<file path="src/rtl/if_prefetch_queue.sv">
`default_nettype none
// ============================================================================
// Module   : if_prefetch_queue
// Brief    : Instruction fetch stage with in-order memory handshake, DEPTH-entry
//            prefetch FIFO and stale-response dropping after redirects.
//            Optional IF_PREFETCH_PERF_EN adds saturating perf counters.
// Revision : 1.0 - initial release
// ============================================================================
module if_prefetch_queue #(
    parameter int                XLEN     = 32,
    parameter int                DEPTH    = 4,
    parameter logic [XLEN-1:0]   RESET_PC = '0
) (
    input  logic            clk,
    input  logic            rst,
    input  logic            stop,
    input  logic            jump,
    input  logic [XLEN-1:0] jump_addr,
    output logic            imem_req,
    output logic [XLEN-1:0] imem_addr,
    input  logic            imem_gnt,
    input  logic            imem_rvalid,
    input  logic [XLEN-1:0] imem_rdata,
    output logic [XLEN-1:0] inst,
    output logic [XLEN-1:0] pc_out,
    output logic            inst_valid,
    output logic [31:0]     perf_empty_cycles,
    output logic [31:0]     perf_dropped
);

    localparam int              PW         = $clog2(DEPTH);
    localparam int              CW         = PW + 1;
    localparam logic [XLEN-1:0] C_NOP_INST = XLEN'(32'h0000_0013);

    logic [XLEN-1:0] fetch_pc_q, fetch_pc_d;
    logic [CW-1:0]   outstanding_q, outstanding_d;
    logic [CW-1:0]   drop_q, drop_d;
    logic [PW:0]     wr_ptr_q, wr_ptr_d, rd_ptr_q, rd_ptr_d;
    logic [PW:0]     tag_wr_ptr_q, tag_wr_ptr_d, tag_rd_ptr_q, tag_rd_ptr_d;

    logic [XLEN-1:0] data_mem_q [DEPTH];
    logic [XLEN-1:0] pc_mem_q   [DEPTH];
    logic [XLEN-1:0] tag_mem_q  [DEPTH];

    logic [PW:0]     fifo_count;
    logic [CW:0]     inflight;
    logic            fifo_empty, fifo_full;
    logic            grant, push, pop, discard;
    logic            unused_addr_bits;

    assign unused_addr_bits = ^jump_addr[1:0];

    assign fifo_count = wr_ptr_q - rd_ptr_q;
    assign fifo_empty = (wr_ptr_q == rd_ptr_q);
    assign fifo_full  = (wr_ptr_q[PW] != rd_ptr_q[PW]) &&
                        (wr_ptr_q[PW-1:0] == rd_ptr_q[PW-1:0]);
    // Buffered plus in-flight entries may never exceed the FIFO capacity.
    assign inflight   = {1'b0, fifo_count} + {1'b0, outstanding_q};

    assign imem_req   = !rst && !jump && (inflight < (CW+1)'(DEPTH));
    assign imem_addr  = fetch_pc_q;
    assign grant      = imem_req && imem_gnt;
    assign discard    = imem_rvalid && (jump || (drop_q != '0));
    assign push       = imem_rvalid && !jump && (drop_q == '0);
    assign pop        = !fifo_empty && !stop && !jump;

    assign inst_valid = !fifo_empty;
    assign inst       = fifo_empty ? C_NOP_INST : data_mem_q[rd_ptr_q[PW-1:0]];
    assign pc_out     = fifo_empty ? '0 : pc_mem_q[rd_ptr_q[PW-1:0]];

    always_comb begin
        fetch_pc_d    = fetch_pc_q;
        outstanding_d = outstanding_q;
        drop_d        = drop_q;
        wr_ptr_d      = wr_ptr_q;
        rd_ptr_d      = rd_ptr_q;
        tag_wr_ptr_d  = tag_wr_ptr_q;
        tag_rd_ptr_d  = tag_rd_ptr_q;
        if (jump) begin
            // Everything still in flight becomes stale; the new stream starts clean.
            fetch_pc_d    = {jump_addr[XLEN-1:2], 2'b00};
            outstanding_d = outstanding_q - CW'(imem_rvalid);
            drop_d        = outstanding_q - CW'(imem_rvalid);
            wr_ptr_d      = '0;
            rd_ptr_d      = '0;
            tag_wr_ptr_d  = '0;
            tag_rd_ptr_d  = '0;
        end else begin
            outstanding_d = outstanding_q + CW'(grant) - CW'(imem_rvalid);
            if (grant) begin
                fetch_pc_d   = fetch_pc_q + XLEN'(4);
                tag_wr_ptr_d = tag_wr_ptr_q + 1'b1;
            end
            if (push) begin
                wr_ptr_d     = wr_ptr_q + 1'b1;
                tag_rd_ptr_d = tag_rd_ptr_q + 1'b1;
            end
            if (discard) begin
                drop_d = drop_q - 1'b1;
            end
            if (pop) begin
                rd_ptr_d = rd_ptr_q + 1'b1;
            end
        end
    end

    always_ff @(posedge clk or posedge rst) begin
        if (rst) begin
            fetch_pc_q    <= RESET_PC;
            outstanding_q <= '0;
            drop_q        <= '0;
            wr_ptr_q      <= '0;
            rd_ptr_q      <= '0;
            tag_wr_ptr_q  <= '0;
            tag_rd_ptr_q  <= '0;
        end else begin
            fetch_pc_q    <= fetch_pc_d;
            outstanding_q <= outstanding_d;
            drop_q        <= drop_d;
            wr_ptr_q      <= wr_ptr_d;
            rd_ptr_q      <= rd_ptr_d;
            tag_wr_ptr_q  <= tag_wr_ptr_d;
            tag_rd_ptr_q  <= tag_rd_ptr_d;
        end
    end

    // Storage arrays carry no reset; validity comes from the pointers.
    always_ff @(posedge clk) begin
        if (grant) begin
            tag_mem_q[tag_wr_ptr_q[PW-1:0]] <= fetch_pc_q;
        end
        if (push) begin
            data_mem_q[wr_ptr_q[PW-1:0]] <= imem_rdata;
            pc_mem_q[wr_ptr_q[PW-1:0]]   <= tag_mem_q[tag_rd_ptr_q[PW-1:0]];
        end
    end

    a_no_overflow: assert property (@(posedge clk) disable iff (rst)
        !(push && fifo_full && !pop));
    a_no_orphan_rsp: assert property (@(posedge clk) disable iff (rst)
        !(imem_rvalid && (outstanding_q == '0)));

`ifdef IF_PREFETCH_PERF_EN
    logic [31:0] perf_empty_q, perf_empty_d;
    logic [31:0] perf_dropped_q, perf_dropped_d;

    always_comb begin
        perf_empty_d   = perf_empty_q;
        perf_dropped_d = perf_dropped_q;
        if (fifo_empty && !stop && !jump && (perf_empty_q != '1)) begin
            perf_empty_d = perf_empty_q + 32'd1;
        end
        if (discard && (perf_dropped_q != '1)) begin
            perf_dropped_d = perf_dropped_q + 32'd1;
        end
    end

    always_ff @(posedge clk or posedge rst) begin
        if (rst) begin
            perf_empty_q   <= '0;
            perf_dropped_q <= '0;
        end else begin
            perf_empty_q   <= perf_empty_d;
            perf_dropped_q <= perf_dropped_d;
        end
    end

    assign perf_empty_cycles = perf_empty_q;
    assign perf_dropped      = perf_dropped_q;
`else
    assign perf_empty_cycles = 32'h0;
    assign perf_dropped      = 32'h0;
`endif

endmodule
`default_nettype wire

</file>
<file path="config.mk">
export PLATFORM = sky130hd
export DESIGN_NAME = if_prefetch_queue
export DESIGN_NICKNAME = d
export VERILOG_FILES = /design/src/rtl/if_prefetch_queue.sv
export SDC_FILE = /design/constraint.sdc
export NUM_CORES = 1
export LEC_CHECK = 0
export CAP_MARGIN = 5
export CORE_MARGIN = 10
export CORE_UTILIZATION = 50
export CTS_BUF_LIST = sky130_fd_sc_hd__clkbuf_8
export CTS_CLUSTER_DIAMETER = 100
export CTS_CLUSTER_SIZE = 24
export DETAILED_ROUTE_END_ITERATION = 7
export GPL_TIMING_DRIVEN = 0
export PLACE_DENSITY = 0.77
export SLEW_MARGIN = 0
export SYNTH_ARGS = -nofsm -noshare
export SYNTH_HDL_FRONTEND = slang
export SYNTH_SLANG_ARGS = --single-unit
</file>
<file path="constraint.sdc">
create_clock -name clk -period 4 [get_ports clk]
set_input_delay 1.2 -clock clk [delete_from_list [all_inputs] [get_ports clk]]
set_output_delay 1.2 -clock clk [all_outputs]
set_load 0.02 [all_outputs]
</file>
Word level (Yosys, flattened, before mapping)
Memories as Yosys holds them, arrays and structs flattened. Index checks and enable logic that the tools add are counted. W data, S select, Z words.

Register bits after elaboration: 50. Bits in writable memories: 384. Input bits: 70. Output and inout port bits: 162. Logic and storage cells: 61. Memories: 3.

Memories: data_mem_q (words 4, width 32, rd ports 1, clocked after memory_dff 0, write ports 1, RTL line 41) `logic [XLEN-1:0] data_mem_q [DEPTH];`; pc_mem_q (words 4, width 32, rd ports 1, clocked after memory_dff 0, write ports 1, RTL line 42) `logic [XLEN-1:0] pc_mem_q [DEPTH];`; tag_mem_q (words 4, width 32, rd ports 1, clocked after memory_dff 0, write ports 1, RTL line 43) `logic [XLEN-1:0] tag_mem_q [DEPTH];`.

Add/sub/neg operators: 11. Magnitude comparators: 1. Equal/unequal tests: 1. Muxes and demuxes: 19. Reductions and logical operators: 19.

Operator list (number): $mux W32 (4); $mux W3 (11); $add A32 B3 Y32 const B (1); $add A3 B1 Y3 const B (4); $logic_and A1 B1 Y1 (8); $reduce_bool A2 Y1 (4); $sub A3 B1 Y3 (2); $add A3 B3 Y4 (1); $logic_not A1 Y1 (4); $lt A4 B3 Y1 const B (1); $mux W1 (4); $add A3 B1 Y3 (1); $eq A3 B3 Y1 (1); $logic_not A3 Y1 (1); $reduce_bool A3 Y1 (1); $sub A3 B1 Y3 const B (1); $sub A3 B3 Y3 (1); $logic_or A1 B1 Y1 (1).

Depth between registers and ports, before layout
Gate-level depths: netlist of run 1.

Depth in word-level cells: 8. Depth in mapped cells: 17. Gate-level depth less buffers: 16.

Least setup slack after synthesis of run 1
No wires, ideal clock.

Kind: register -> register. From: reg rd_ptr_q[1]. To: reg outstanding_q[2]. Setup time: 0.079 ns. Arrival: 4.078 ns. Required time: 3.921 ns. Setup slack: -0.157 ns. Cell stages (with the launch flop): 18. Path buffers: 3. Clock period less this slack: 4.157 ns. Cell sequence: dfrtp_1 -> clkbuf_1 -> clkbuf_1 -> inv_1 -> fa_1 -> xor2_1 -> ha_1 -> nor4_1 -> and4_4 -> inv_2 -> clkbuf_1 -> ha_1 -> inv_1 -> ha_1 -> fa_1 -> xor2_1 -> o21ai_0 -> xor2_1.

Word-level cells in the longest chain between the ends: 8.

Ends and longest elaborated chain: start, declared (RTL line 38) `logic [PW:0] wr_ptr_q, wr_ptr_d, rd_ptr_q, rd_ptr_d;`; start signal, assigned (RTL line 121) `rd_ptr_q <= rd_ptr_d;`; $sub A3 B3 Y3 (RTL line 53) `assign fifo_count = wr_ptr_q - rd_ptr_q;`; $add A3 B3 Y4 (RTL line 58) `assign inflight = {1'b0, fifo_count} + {1'b0, outstanding_q};`; $lt A4 B3 Y1 (RTL line 60) `assign imem_req = !rst && !jump && (inflight < (CW+1)'(DEPTH));`; $logic_and A1 B1 Y1 (RTL line 60); $logic_and A1 B1 Y1 (RTL line 62) `assign grant = imem_req && imem_gnt;`; $add A3 B1 Y3 (RTL line 89) `outstanding_d = outstanding_q + CW'(grant) - CW'(imem_rvalid);`; $sub A3 B1 Y3 (RTL line 89); $mux W3 (RTL line 79) `if (jump) begin`; net outstanding_d[2] (RTL line 36) `logic [CW-1:0] outstanding_q, outstanding_d;`; end signal, assigned (RTL line 118) `outstanding_q <= outstanding_d;`; end, declared (RTL line 36).

The timed path passes the listed nets, and every way through them passes these cells. A chain may end at the register's enable or synchronous reset.

Worst setup path after layout of run 1
From: reg rd_ptr_q[1]. To: mem tag_mem_q[0][11], enable pin.

Word-level cells in the longest chain between the ends: 7.

Ends and longest elaborated chain: $sub A3 B3 Y3 (RTL line 53); $add A3 B3 Y4 (RTL line 58); $lt A4 B3 Y1 (RTL line 60); $logic_and A1 B1 Y1 (RTL line 60); $logic_and A1 B1 Y1 (RTL line 62); $mux W1 (RTL line 129) `if (grant) begin`; $mux W1 (not written as such) (RTL line 130) `tag_mem_q[tag_wr_ptr_q[PW-1:0]] <= fetch_pc_q;`; end, declared (RTL line 43).

Every way passes these cells.

==> impl_metrics.csv, run 1 <==
group,metric,value,unit
synth,syn_inst,959,
floorplanning,dieHeight,205.1,um
clocking,path_clk_slew,130,ps
sta,fin_crit_sh,98.78,%
route,drc,0,
placed_design,postPlaceCellArea,19690,um2
floorplanning,core_area,33700,um2
sta,hold_violations,0,
setup_path,arrival,4150,ps
grt,grt_pass1_vias,9325,
pwr,fin_total_pwr,9.664,mW
clocking,clock_path_buffers,3,
route,wl_per_cell,21.21,um
synth,yosysSeqAreaShare,71.23,%
layout,antenna_cells,0,
synth,yosys_warnings,0,
clocking,cts.htree.levels,1,
synth,synth_edf_count,368,
route,drt_first_pass_iters,4,
clocking,postCtsHoldBufs,0,
sta,rsz0062_at_grt,"true",
placed_design,hpwl,24.79,mm
route,drtIter0Drc,639,
outcome,run_status,"finished, final reports clean",
synth,synth_top_area_share,64.51,%
floorplanning,start_util,50.83,%
setup_path,worstSetupStartpointType,"flip-flop",
sta,tightest_slew,821.7,ps
synth,async_flop_share,11.11,%
layout,drive_gt1_share,22.04,%
sta,clock_skew,35.02,ps
floorplanning,io-pin-count,232,
setup_path,crit_slowest_cell,"and2_2",
floorplanning,die-area,42060,um2
sta,fmax,253.1,MHz
route,detail_route.vias_per_cell,5.327,
floorplanning,std_cell_rows,67,
setup_path,max_stage_delay,720,ps
placed_design,port_buffers,160,
setup_path,cp_max_fo,30,
synth,synth_most_common_cell,"edfxtp_1",
sta,period_needed,3951,ps
sta,setup_viol,0,
route,vias,8960,
run,max-cap-violations,0,
synth,avgSynthCellArea,17.86,um2
grt,grt_use_total,16.79,%
clocking,cts.sinks,414,
clocking,cts_made_buffers,21,
clocking,cts_root_buf,"clkbuf_8",
setup_path,path_cells,"clkbuf_16 -> clkbuf_16 -> inv_1 -> fa_2 -> xor2_1 -> ha_2 -> nor4_4 -> buf_4 -> and4_4 -> buf_4 -> buf_4 -> buf_2 -> and2_2",
synth,ys_ff_latch,414,
sta,slew_headroom,45.22,%
clocking,cts_tree,"built",
pwr,p_per_area,479.3,nW/um2
sta,finalSetupTns,0,ps
clocking,clock_latency,590,ps
sta,maxSlewViolCount,0,
grt,overflow,0,
synth,synth_area,17130,um2
grt,grt_max_degree,59,
setup_path,end_kind,"flip-flop",
setup_path,critPathKind,"flip-flop to flip-flop",
placed_design,place.gp.congestion,0.8579,
layout,fin_area,20160,um2
floorplanning,die_w,205.1,um
hold_path,hp-class,"flip-flop to flip-flop",
setup_path,cp_common_cell,"buf_4",
layout,final_core_util,59.84,%
synth,synth_ff_type,"edfxtp_1",
route,wirelength,35.67,mm
synth,synth_cell_types,50,
layout,num-nets-final,1312,
route,ant_nets,0,
grt,grt_first_pass_wirelength,55.28,mm
pwr,ir_worst_vdd,0.0002310,V
pwr,p_leak,7.079,nW
synth,synth_largest_area_cell,"edfxtp_1",
synth,synth_area_leaders,"edfxtp_1, mux4_2, dfrtp_1, buf_4, nor2b_1",
grt,antenna_found_initial,0,
synth,synth_common_cells,"edfxtp_1, mux4_2, buf_4",
setup_path,required,4200,ps
layout,synthToLayoutAreaGrowth,17.72,%
[report_power, final]
group	leakage, nW	total (mW)	switching (mW)	internal [mW]
registers	3.89	5.22	0.206	5.02
clock network	0.235	1.72	1.21	0.515
logic	2.95	2.72	1.49	1.23
total	7.08	9.66	2.90	6.76
[worst paths after layout]
check | slack [ps] | endpoint | startpoint | cells past startpoint
worst max register to register | 50 | tag_mem_q[0][11]$_DFFE_PP_ | rd_ptr_q[1]$_DFFE_PP0P_ | 13
worst min-delay path | 540 | outstanding_q[2]$_DFF_PP0_ | outstanding_q[2]$_DFF_PP0_ | 1
worst min register to register | 540 | outstanding_q[2]$_DFF_PP0_ | outstanding_q[2]$_DFF_PP0_ | 1
max in group asynchronous | 2410 | outstanding_q[1]$_DFF_PP0_ | rst | 3
worst max-delay path | 50 | tag_mem_q[0][11]$_DFFE_PP_ | rd_ptr_q[1]$_DFFE_PP0P_ | 13
min in group asynchronous | 1070 | imem_addr[6]$_DFFE_PP0N_ | rst | 2
[final cells by class]
class                      count  area (um2)
inverter                      24       90.09
clock inverter                16       80.08
sequential                   414       12200
fill                        2478       13540
buffer                       110       828.3
tap                          448       560.5
multi-input combinational    476        4446
timing repair buffer         173        1669
clock buffer                  21       289.0
[timing repair]
action | in CTS | in global routing
buffers inserted | 6 | 2
resized for setup | 144 | 31
endpoints found under the hold margin | 0 | 0
endpoints found under the setup margin | 187 | 150
pin swaps | 3 | 0
[sequential cells by signal, summed over array words and instances, names as in the netlist]
register	flops
data_mem_q	128
pc_mem_q	120
tag_mem_q	120
imem_addr	30
drop_q	3
outstanding_q	3
rd_ptr_q	3
wr_ptr_q	3
tag_rd_ptr_q	2
tag_wr_ptr_q	2
[per-stage QoR]
stage | worst slack [ps] | std cells | hold slack [ps]
finish | 48.73 | 1682 | 541.9
global route | -145.7 | 1682 | 557.6
global placement | -1560 | 1634 | 509.8
CTS | 0.7303 | 1681 | 549.5
floorplan | 91.80 | 1026 | 486.2
detailed placement | -1200 | 1639 | 528.1
[layer usage]
metal / track usage [%] / vias to the layer above / routed length [um]
met1: 23.19 / 4540 / 15420
met4: 2.442 / 0 / 392
met2: 27.96 / 276 / 17700
met3: 3.048 / 28 / 2155
met5: 0 / - / 0
li1: - / 4116 / -
[cells by family after synthesis]
| group | Yosys count | synth area share [%] |
|---|---|---|
| DFF | 414 | 71.23 |
| and+or+nand+nor | 205 | 6.589 |
| buffers and inverters | 136 | 4.638 |
| muxes | 95 | 12.27 |
| AOI/OAI and AO/OA | 73 | 2.885 |
| adders and majority gates | 22 | 1.695 |
| xor gates and xnor gates | 13 | 0.6647 |
| other | 1 | 0.02189 |
[cell usage in the layout (no fill, tap or decap), types with 6 or more instances in the layout]
cell / netlist / final
a21oi_1: 10 / 10
a221o_1: 7 / 7
buf_2: 11 / 12
buf_4: 72 / 84
clkbuf_1: 26 / 12
clkbuf_2: 0 / 12
clkbuf_8: 0 / 24
clkdlybuf4s15_1: 0 / 6
clkdlybuf4s50_1: 0 / 96
conb_1: 1 / 68
dfrtp_1: 46 / 46
dlygate4sd2_1: 0 / 35
edfxtp_1: 368 / 368
ha_1: 20 / 19
inv_1: 23 / 36
mux4_2: 92 / 92
nand2_1: 44 / 44
nand3_1: 22 / 22
nand4_1: 12 / 12
nor2_1: 27 / 27
nor2b_1: 59 / 55
o211ai_1: 8 / 8
o21ai_0: 25 / 24
o311ai_0: 7 / 7
xnor2_1: 6 / 6
xor2_1: 7 / 7
[critical path: cells and delay by family (launching register included)]
kind,cells,cell delay [ps]
and+or+nand+nor,3,1270
buffers and inverters,7,1130
adders and majority gates,2,570
DFF,1,410
xor gates and xnor gates,1,180
No activity file was read; power rests on OpenSTA's default activity.
==> run 2, diff against run 1 <==
CORE_MARGIN = 4   (was 10)
CORE_UTILIZATION = 51   (was 50)
PLACE_DENSITY = 0.78   (was 0.77)
==> run 2 against run 1 <==
First-iteration DRC count is 4.1% lower. Maximum frequency down 0.31%. Non-clock buffer count rose by 5. Clock power about the same. Critical path depth shrank 4. Setup slack lost 12 ps. Critical endpoint is now imem_req. Utilization up 1.4 points. Cell count decreased by 0.42%. Via count up 1.9%. Largest power group unchanged. Cell area decreased by 0.27%. Flip-flop and latch count is the same.
==> impl_metrics.csv, run 2 (synthesis gave the netlist of run 1 again) <==
group,metric,value,unit
grt,antenna_found_initial,0,
layout,drive_gt1_share,24.41,%
sta,clock_skew,23.22,ps
placed_design,place.gp.congestion,0.8730,
clocking,cts_tree,"built",
pwr,p_per_area,479.3,nW/um2
pwr,fin_total_pwr,9.639,mW
floorplanning,io-pin-count,232,
setup_path,critPathKind,"flip-flop to primary output",
clocking,clock_path_buffers,3,
clocking,clock_latency,590,ps
layout,fin_area,20110,um2
placed_design,port_buffers,160,
layout,fillers,2435,
floorplanning,dieHeight,191.3,um
run,max-cap-violations,0,
sta,maxSlewViolCount,0,
route,vias,9133,
floorplanning,die-area,36580,um2
route,drt_first_pass_iters,5,
setup_path,arrival,2760,ps
route,detail_route.vias_per_cell,5.453,
hold_path,hold_path.startpoint,"outstanding_q[2]$_DFF_PP0_",
setup_path,cp_max_fo,3,
placed_design,hpwl,23.23,mm
clocking,cts_root_buf,"clkbuf_8",
layout,antenna_cells,0,
hold_path,min_to,"outstanding_q[2]$_DFF_PP0_",
layout,multi_input_area,4479,um2
sta,rsz0062_at_grt,"true",
pwr,ir_worst_vdd,0.0003426,V
layout,synthToLayoutAreaGrowth,17.41,%
route,ant_nets,0,
clocking,cts_made_buffers,21,
floorplanning,start_util,52.12,%
layout,largest_reg_flops,128,
sta,slew_headroom,47.08,%
route,wirelength,34.76,mm
layout,layout_common_cells,"edfxtp_1, clkdlybuf4s50_1, mux4_2",
setup_path,reg2regPathDepth,17,
sta,setup_viol,0,
layout,final_cells,1675,
clocking,postCtsHoldBufs,0,
floorplanning,core_area,32870,um2
setup_path,worstSetupStartpointType,"flip-flop",
layout,register_area,12200,um2
clocking,cts.sinks,414,
grt,grt_max_degree,58,
grt,use_met1,26.65,%
clocking,cts.htree.levels,1,
hold_path,hp-class,"flip-flop to flip-flop",
setup_path,r2r_setup_slack,100,ps
placed_design,postPlaceCellArea,19690,um2
grt,overflow,0,
grt,grtUsageMet3,3.378,%
grt,grt_pass1_vias,9380,
floorplanning,std_cell_rows,66,
floorplanning,die_w,191.3,um
route,drtIter0Drc,613,
setup_path,end_kind,"primary output",
sta,fmax,252.3,MHz
placed_design,dpl.cell_count,1633,
sta,period_needed,3964,ps
grt,busiest_layer,"met2",
layout,num-nets-final,1317,
setup_path,reg2reg_to,"outstanding_q[2]$_DFF_PP0_",
grt,globalRouteMet2Util,31.64,%
setup_path,required,2800,ps
setup_path,r2r_start,"wr_ptr_q[0]$_DFFE_PP0P_",
grt,grt_use_total,18.79,%
layout,final_common_cell,"edfxtp_1",
hold_path,hold_depth,1,
outcome,run_status,"finished, final reports clean",
route,drc,0,
grt,grt_first_pass_wirelength,53.30,mm
route,wl_per_cell,20.75,um
clocking,path_clk_slew,140,ps
pwr,p_leak,7.016,nW
sta,tightest_slew,790.9,ps
sta,hold_violations,0,
layout,final_core_util,61.19,%
sta,fin_crit_sh,99.09,%
[run 2: cell count changes in the layout (fill, tap and decap cells not counted), sizes merged]
cell and delta:
clkdlybuf4s15 -3, buf +12, inv -7, clkinv +1, clkbuf +10, dlymetal6s2s -1, clkdlybuf4s18 -1, dlygate4sd2 -12
[run 2: power breakdown]
group	total [mW]	switching (mW)	internal, mW
sequential	5.23	0.210	5.02
combinational	2.70	1.49	1.21
clock	1.71	1.21	0.506
total	9.64	2.91	6.73
[run 2: cell type report]
type / count / area share [%]
Sequential cell: 414 / 60.67
Multi-Input combinational cell: 476 / 22.27
Timing Repair Buffer: 177 / 8.144
Buffer: 111 / 3.982
Tap cell: 442 / 2.750
Clock buffer: 21 / 1.437
Inverter: 24 / 0.4480
Clock inverter: 10 / 0.2924
[run 2: layer usage]
metal	share of wire, %	vias to the layer above	wire [um]
met4	1.7	0	601
met3	7.1	42	2476
met1	41	4612	14370
met2	50	363	17310
met5	0	-	0
li1	-	4116	-
[run 2: timing repair]
| item | CTS | global route |
|---|---|---|
| pin swaps | 1 | 5 |
| endpoints found under the setup margin | 187 | 165 |
| cloned | 0 | 0 |
| buffers inserted | 6 | 6 |
| resized for setup | 168 | 56 |
[run 2: per-stage QoR]
stage | TNS [ps] | hold slack, ps | setup slack (ps)
floorplan | 0 | 486.2 | 91.80
global placement | -561060 | 516.2 | -1625
detailed placement | -111880 | 525.0 | -1261
CTS | -156.1 | 543.3 | -89.99
global route | -142.0 | 624.3 | -73.92
finish | 0 | 600.0 | 36.30
[run 2: worst max-delay path: stages (launching register included)]
cell	delay [ps]
dfrtp_1	420
inv_2	80
ha_1	160
inv_2	40
fa_2	390
xor2_4	180
ha_4	260
nor4_4	290
and3_1	210
buf_6	120
[run 2: how the worst max path moves through the flow]
stage                                  startpoint                          end  cells past startpoint
after floorplan           rd_ptr_q[1]$_DFFE_PP0P_   outstanding_q[2]$_DFF_PP0_                     17
after detailed placement  rd_ptr_q[1]$_DFFE_PP0P_                    pc_out[3]                      9
final                     wr_ptr_q[0]$_DFFE_PP0P_                     imem_req                      9
after global routing      wr_ptr_q[0]$_DFFE_PP0P_   outstanding_q[2]$_DFF_PP0_                     17
after CTS                 rd_ptr_q[1]$_DFFE_PP0P_                     imem_req                      9
after global placement                imem_rvalid  data_mem_q[0][10]$_DFFE_PP_                      4
==> run 3, diff against run 2 <==
CORE_UTILIZATION = 55   (was 51)
PLACE_DENSITY = 0.86   (was 0.78)
TNS_END_PERCENT = 100   (was unset)
clock period = 5.15 ns   (was 4 ns; I/O delays follow)
==> run 3 against run 2 <==
Clock skew grew 21 ps. Cell area shrank 0.40%. Wire length shrank 2.2%. Die area shrank 7.0%. Non-clock buffer count shrank 11. Count of clock-buffer cells in the layout is the same. Setup slack gained 170 ps. Via count shrank 0.41%. Register-to-register slack gained 510 ps. Cell count shrank 3.0%. First-iteration DRC count grew 17%. Critical path depth is the same.
==> impl_metrics.csv, run 3 (synthesis gave the netlist of run 1 again) <==
group,metric,value,unit
setup_path,end_kind,"primary output",
route,detail_route.vias_per_cell,5.601,
floorplanning,dieHeight,184.5,um
sta,fmax,202.3,MHz
layout,layout_common_cells,"edfxtp_1, clkdlybuf4s50_1, mux4_2",
clocking,cts_root_buf,"clkbuf_8",
sta,rsz0062_at_grt,"false",
clocking,cts_made_buffers,21,
setup_path,critPathKind,"flip-flop to primary output",
sta,setup_ws,207.8,ps
setup_path,arrival,3400,ps
route,drc,0,
grt,grt_max_degree,61,
grt,busiest_layer,"met2",
clocking,cts_setup_buffers,0,
sta,clock_skew,44.37,ps
route,wl_per_cell,20.94,um
layout,synthToLayoutAreaGrowth,16.94,%
placed_design,port_buffers,160,
sta,fin_crit_sh,95.96,%
setup_path,r2r_start,"rd_ptr_q[1]$_DFFE_PP0P_",
placed_design,place.gp.congestion,0.8809,
grt,antenna_found_initial,0,
floorplanning,io-pin-count,232,
sta,slew_headroom,43.83,%
sta,period_needed,4942,ps
floorplanning,std_cell_rows,64,
placed_design,hpwl,23.06,mm
sta,maxSlewViolCount,0,
layout,final_common_cell,"edfxtp_1",
grt,use_met1,28.35,%
layout,antenna_cells,0,
setup_path,startpoint,"rd_ptr_q[1]$_DFFE_PP0P_",
sta,tightest_slew,839.4,ps
grt,grt_use_total,19.77,%
grt,grtUsageMet3,2.585,%
setup_path,max_stage_delay,640,ps
setup_path,path_cells,"clkbuf_4 -> clkbuf_8 -> inv_1 -> ha_1 -> and3_1 -> clkbuf_4 -> clkbuf_2 -> nor2b_1 -> clkdlybuf4s50_1",
outcome,run_status,"finished, final reports clean",
floorplanning,die_w,184.5,um
pwr,ir_worst_vdd,0.0002065,V
clocking,clock_path_buffers,3,
layout,largest_reg_flops,128,
clocking,cts.sinks,414,
setup_path,cp_num_buf_inv,6,
pwr,p_leak,6.815,nW
run,max-cap-violations,0,
route,drt_first_pass_iters,5,
clocking,path_clk_slew,150,ps
hold_path,hold_path.startpoint,"outstanding_q[2]$_DFF_PP0_",
clocking,clock_latency,570,ps
route,vias,9096,
route,wirelength,34.00,mm
floorplanning,core_area,30670,um2
route,drtIter0Drc,719,
placed_design,pre_cts_ws,-870.0,ps
grt,overflow,0,
grt,grt_pass1_vias,9315,
sta,hold_violations,0,
sta,holdWs,552.0,ps
setup_path,crit_slowest_cell,"clkdlybuf4s50_1",
clocking,cts.htree.levels,1,
setup_path,cp_common_cell,"clkbuf_4",
setup_path,cp_max_fo,10,
setup_path,worstSetupStartpointType,"flip-flop",
layout,drive_gt1_share,18.73,%
sta,setup_viol,0,
layout,num-nets-final,1306,
setup_path,cp_top_family,"buffers and inverters",
pwr,p_per_area,375.1,nW/um2
grt,globalRouteMet2Util,33.54,%
floorplanning,die-area,34030,um2
floorplanning,start_util,55.85,%
clocking,cts_tree,"built",
hold_path,hp-class,"flip-flop to flip-flop",
setup_path,required,3610,ps
layout,fillers,2091,
route,ant_nets,0,
grt,grt_first_pass_wirelength,52.27,mm
-- run 3: worst register-to-register path, cell delays in order, from the launching register on --
cell      delay (ps)
dfrtp_1          380
clkbuf_4         250
clkbuf_8         230
inv_1             90
fa_1             400
xor2_1           240
ha_1             280
nor4_2           310
and4_4           300
inv_2            110
clkbuf_1         330
ha_1             390
inv_1             40
ha_1             180
fa_1             390
xor2_1           170
o21ai_0          210
xor2_1           180
-- run 3: worst paths after layout --
kind / endpoint / slack [ps] / depth (start not counted)
worst max-delay path: pc_out[24] / 210 / 9
worst min-delay path: outstanding_q[2]$_DFF_PP0_ / 550 / 1
worst max register to register: outstanding_q[2]$_DFF_PP0_ / 610 / 17
worst min register to register: outstanding_q[2]$_DFF_PP0_ / 550 / 1
max in group asynchronous: imem_addr[6]$_DFFE_PP0N_ / 3170 / 3
min in group asynchronous: imem_addr[21]$_DFFE_PP0N_ / 1400 / 2
-- run 3: power breakdown --
part           internal, mW  switching, mW  leakage [nW]
Combinational         0.996           1.13          2.68
Clock                 0.400          0.927         0.241
Sequential             3.90          0.163          3.89
-- run 3: layout make-up --
class,count,area [um2],area share [%]
Tap cell,396,495.5,2.474
Clock buffer,21,289.0,1.443
Timing Repair Buffer,165,1730,8.639
Buffer,112,729.5,3.642
Inverter,24,90.09,0.4497
Sequential cell,414,12200,60.92
Multi-Input combinational cell,476,4418,22.06
Clock inverter,16,76.32,0.3810
-- run 3: timing repair --
item	in CTS	in global routing
setup endpoints to repair	65	20
hold buffers	0	0
resized for setup	13	4
endpoints found under the hold margin	0	0
-- run 3: per-stage QoR --
| stage | instance area (um2) | cells | util (%) | total power [mW] | setup TNS, ps |
|---|---|---|---|---|---|
| 6_report | 20030 | 1624 | 65.31 | 7.513 | 0 |
| 5_1_grt | 20030 | 1624 | 65.31 | 7.882 | 0 |
| 4_1_cts | 20030 | 1624 | 65.30 | 7.582 | 0 |
| 3_5_place_dp | 19630 | 1587 | 64.01 | 6.276 | -25390 |
| 3_3_place_gp | 19480 | 1582 | 63.51 | 6.207 | -202760 |
| 2_1_floorplan | 17380 | 1026 | - | 5.393 | 0 |
-- run 3: per-layer routing --
layer  wire (um)  vias to the layer above  share of wire, %
met5           0                        -                 0
met4         471                        0               1.4
met3        2349                       36               6.9
met2       17420                      390                51
met1       13760                     4571                40
li1            -                     4099                 -
==> edit 1: new RTL, flow settings as in run 3 <==
Add a define of `IF_PREFETCH_PERF_EN`.
--- a/src/rtl/if_prefetch_queue.sv
+++ b/src/rtl/if_prefetch_queue.sv
@@ -8,2 +8,4 @@
 // ============================================================================
+`define IF_PREFETCH_PERF_EN
+
 module if_prefetch_queue #(
Check against the original RTL: not equivalent (Yosys sat finds a counterexample within 4 cycles, from zero or initial values and one cycle with rst high).
==> edit 1 against run 3 <==
- via count up 22%
- power up 16%
- non-clock buffer count up 1
- setup slack worse by 0.051 ns
- synthesized cell count up 21%
- routed wire length up 22%
- sequential power up 15%
- critical path depth up 1
- sequential cell count up 64
- area after synthesis up 15%
- design area up 15%
- highest routed layer unchanged
==> edit 1: results (changes against run 3) <==
STA
  – Final Skew: 0.0419 ns (was 0.0444 ns)

Final layout
  – Non-clock buffer share: 0.114 (was 0.123)
  – Inverter count: 27 (was 24)
  – Layout Nets: 1514 (was 1306)
  – Buffers excl. clock: 278 (was 277)
  – #MultiIn Comb: 612 (was 476)
  – Fill count: 2358 (was 2091)
  – Clock network area share: 0.0173 (was 0.0182)
  – Seq_cells: 478 (was 414)
  – Layout cell share with drive strength beyond 1: 0.123 (was 0.187)
  – Final Non-Filler Cells: 1891 (was 1624)
  – Sequential cell area: 13800 um2 (was 12200 um2)

Routing
  – Vias/cell: 5.88 (was 5.60)
  – Iter 0 DRT Violations: 785 (was 719)

Setup path
  – Flop2flop setup slack: 0.52 ns (was 0.61 ns)

Hold path
  – Hold Path Origin: perf_dropped[30]$_DFFE_PP0P_ (was outstanding_q[2]$_DFF_PP0_)
  – Hold Path End: perf_dropped[30]$_DFFE_PP0P_ (was outstanding_q[2]$_DFF_PP0_)

Synthesis
  – Syn_area_per_cell: 16.9 um2 (was 17.9 um2)
  – Synth cell types: 58 (was 50)
  – Async SR Flop Fraction: 0.230 (was 0.111)
  – Leading post-synthesis cells by instance count: 368 x edfxtp_1, 110 x dfrtp_1, 92 x mux4_2 (was 368 x edfxtp_1, 92 x mux4_2, 72 x buf_4)

Placement
  – Port Buf Inserts: 224 (was 160)
  – DP Cell Count: 1849 (was 1587)
  – Placed cell area: 22600 um2 (was 19600 um2)
  – Pre-CTS setup slack: -0.397 ns (was -0.870 ns)

Global route
  – First-pass GRT wire length: 65.6 mm (was 52.3 mm)
  – Vias in the first global route: 11481 (was 9315)
  – Global-route usage over all layers: 0.214 (was 0.198)

Clocking
  – Setup Buffers After CTS: 2 (was 0)

Outcome
  – Status: finished, final reports clean (unchanged)
-- edit 1: cell types whose count changed in the layout (fill, tap and decap cells not counted), sizes merged, moves of 15 or more --
cell           delta
nand3            +15
dfrtp            +64
buf              -67
clkdlybuf4s50    +59
nand4            +28
nor2b            -58
nand2            +23
nor2             +18
conb             -64
and2             +67
xnor2            +39
xor2             +34
-- edit 1: routing by layer --
layer	part of all wire	track usage
met1	0.41	0.309
met2	0.50	0.360
met3	0.073	0.0287
met4	0.018	0.0395
met5	0	0
-- edit 1: where the power goes --
part | switching, mW | internal (mW)
clock network | 1.06 | 0.442
registers | 0.215 | 4.45
logic | 1.31 | 1.20
-- edit 1: worst max-delay path by stage --
stage / endpoint / slack (ns)
2_1_floorplan: drop_q[0]$_DFFE_PP0P_ / 0.70
3_3_place_gp: imem_addr[17]$_DFFE_PP0N_ / -1.07
3_5_place_dp: pc_out[22] / -0.40
4_1_cts: pc_out[19] / 0.02
5_1_grt: inst[12] / 0.0005
6_report: pc_out[9] / 0.16
==> edit 2: new RTL, settings of run 3 <==
Made on the original files. Change the parameter `XLEN` from 32 to 64.
--- a/src/rtl/if_prefetch_queue.sv
+++ b/src/rtl/if_prefetch_queue.sv
@@ -9,3 +9,3 @@
 module if_prefetch_queue #(
-    parameter int                XLEN     = 32,
+    parameter int                XLEN     = 64,
     parameter int                DEPTH    = 4,
Interface: changed (5 resized); port bits go from 232 to 392. No check against the original RTL was run, so the function may have changed too.
==> edit 2 against run 3 <==
- area after synthesis rose by 96%
- register-to-register slack got worse by 0.44 ns
- setup slack lost 0.048 ns
- power increased by 100%
- sequential power up 100%
- design area is 96% higher
- routed wire length grew 130%
- die area grew 91%
- sequential cell count rose by 416
- clock power grew 100%
- critical path type unchanged
- critical endpoint is now inst[33]
==> edit 2: results (changes against run 3) <==
Clocking
  – TritonCTS Buffers: 41 (was 21)
  – H-tree levels: 2 (was 1)
  – Clock Latency Late Sink: 0.70 ns (was 0.57 ns)

Placement
  – Port Buf Inserts: 321 (was 160)
  – Dpl hpwl: 53.8 mm (was 23.1 mm)
  – DP Cell Count: 2970 (was 1587)
  – Placed cell area: 38300 um2 (was 19600 um2)

Global route
  – Vias in the first global route: 18967 (was 9315)
  – Largest net degree at the start of global routing: 53 (was 61)
  – Initial antenna violation count: 2 (was 0)
  – First-pass GRT wire length: 117 mm (was 52.3 mm)
  – Global-route usage over all layers: 0.241 (was 0.198)

Synthesis
  – Syn_area_per_cell: 18.8 um2 (was 17.9 um2)
  – Async SR Flop Fraction: 0.0940 (was 0.111)
  – Seq/Total Area, Yosys: 0.732 (was 0.712)
  – Leading post-synthesis cells by instance count: 752 x edfxtp_1, 188 x mux4_2, 143 x and2_1 (was 368 x edfxtp_1, 92 x mux4_2, 72 x buf_4)
  – EDFF count, synth: 752 (was 368)

Setup path
  – Data arrival, critical path: 3.45 ns (was 3.40 ns)
  – CP endpoint: inst[33] (was pc_out[24])
  – R2R cell count: 14 (was 17)
  – Reg2reg end: tag_mem_q[0][3]$_DFFE_PP_ (was outstanding_q[2]$_DFF_PP0_)
  – Flop2flop setup slack: 0.17 ns (was 0.61 ns)

Outcome
  – Status: finished, final reports clean (unchanged)

Final layout
  – Layout cell share with drive strength beyond 1: 0.173 (was 0.187)
  – Layout Nets: 2387 (was 1306)
  – Sequential cell area: 24500 um2 (was 12200 um2)
  – Max reg flops: 256 (was 128)

Routing
  – Vias/cell: 6.12 (was 5.60)
  – DR WL met2: 39.7 mm (was 17.4 mm)
  – WL met3: 7.69 mm (was 2.35 mm)
  – DR WL/cell: 26.1 um (was 20.9 um)
  – Top sig layer: met5 (was met4)

Power
  – Max VDD drop: 217 uV (was 206 uV)
  – Static leakage: 14.2 nW (was 6.82 nW)

STA
  – Final cycle utilization of the critical path: 0.969 (was 0.960)
  – Slew margin rel.: 0.377 (was 0.438)
[edit 2: cell type report]
class,instances,area share
well taps,782,0.0249
flip-flops and latches,830,0.625
multi-input cells,843,0.211
inverters,27,0.00274
diodes,1,0.0000638
repair buffers,335,0.0938
clock buffers,42,0.0147
plain buffers,153,0.0239
clock inverters,22,0.00316
[edit 2: timing repair]
item / CTS / global route
setup buffers: 1 / 0
setup endpoints to repair: 379 / 73
resized for setup: 72 / 76
[edit 2: kinds of logic (layout without fill, tap and decap cells)]
logic type / after synthesis / count (layout) / synth area share
flip-flops: 830 / 830 / 0.732
AND/OR/NAND/NOR: 414 / 414 / 0.0710
multiplexers: 201 / 201 / 0.130
buffers and inverters: 181 / 579 / 0.0289
AO/OA/AOI/OAI: 118 / 118 / 0.0237
adder cells (fa/ha/maj): 22 / 22 / 0.00866
XOR/XNOR: 20 / 20 / 0.00523
other: 1 / 69 / 0.000112
[edit 2: worst max-delay path: stages (launching register included)]
cell and delay [ns]:
dfrtp_1 0.41, clkbuf_8 0.21, clkbuf_8 0.22, inv_1 0.09, ha_1 0.28, and3_4 0.26
clkinvlp_4 0.16, buf_4 0.22, clkbuf_2 0.19, and2_1 0.17, clkdlybuf4s50_1 0.54
[edit 2: power groups by stage]
stage	Clock, mW	Sequential [mW]	Combinational, mW
2_1_floorplan	0	8.26	2.40
3_3_place_gp	0	8.28	4.20
3_5_place_dp	0	8.29	4.31
4_1_cts	2.76	8.14	4.30
5_1_grt	3.01	8.18	4.51
6_report	2.71	8.15	4.20
[edit 2: per-layer routing]
| layer | track usage | vias to the layer above |
|---|---|---|
| li1 | - | 7840 |
| met1 | 0.331 | 9480 |
| met2 | 0.404 | 1089 |
| met3 | 0.0500 | 153 |
| met4 | 0.0611 | 2 |
| met5 | 0 | - |
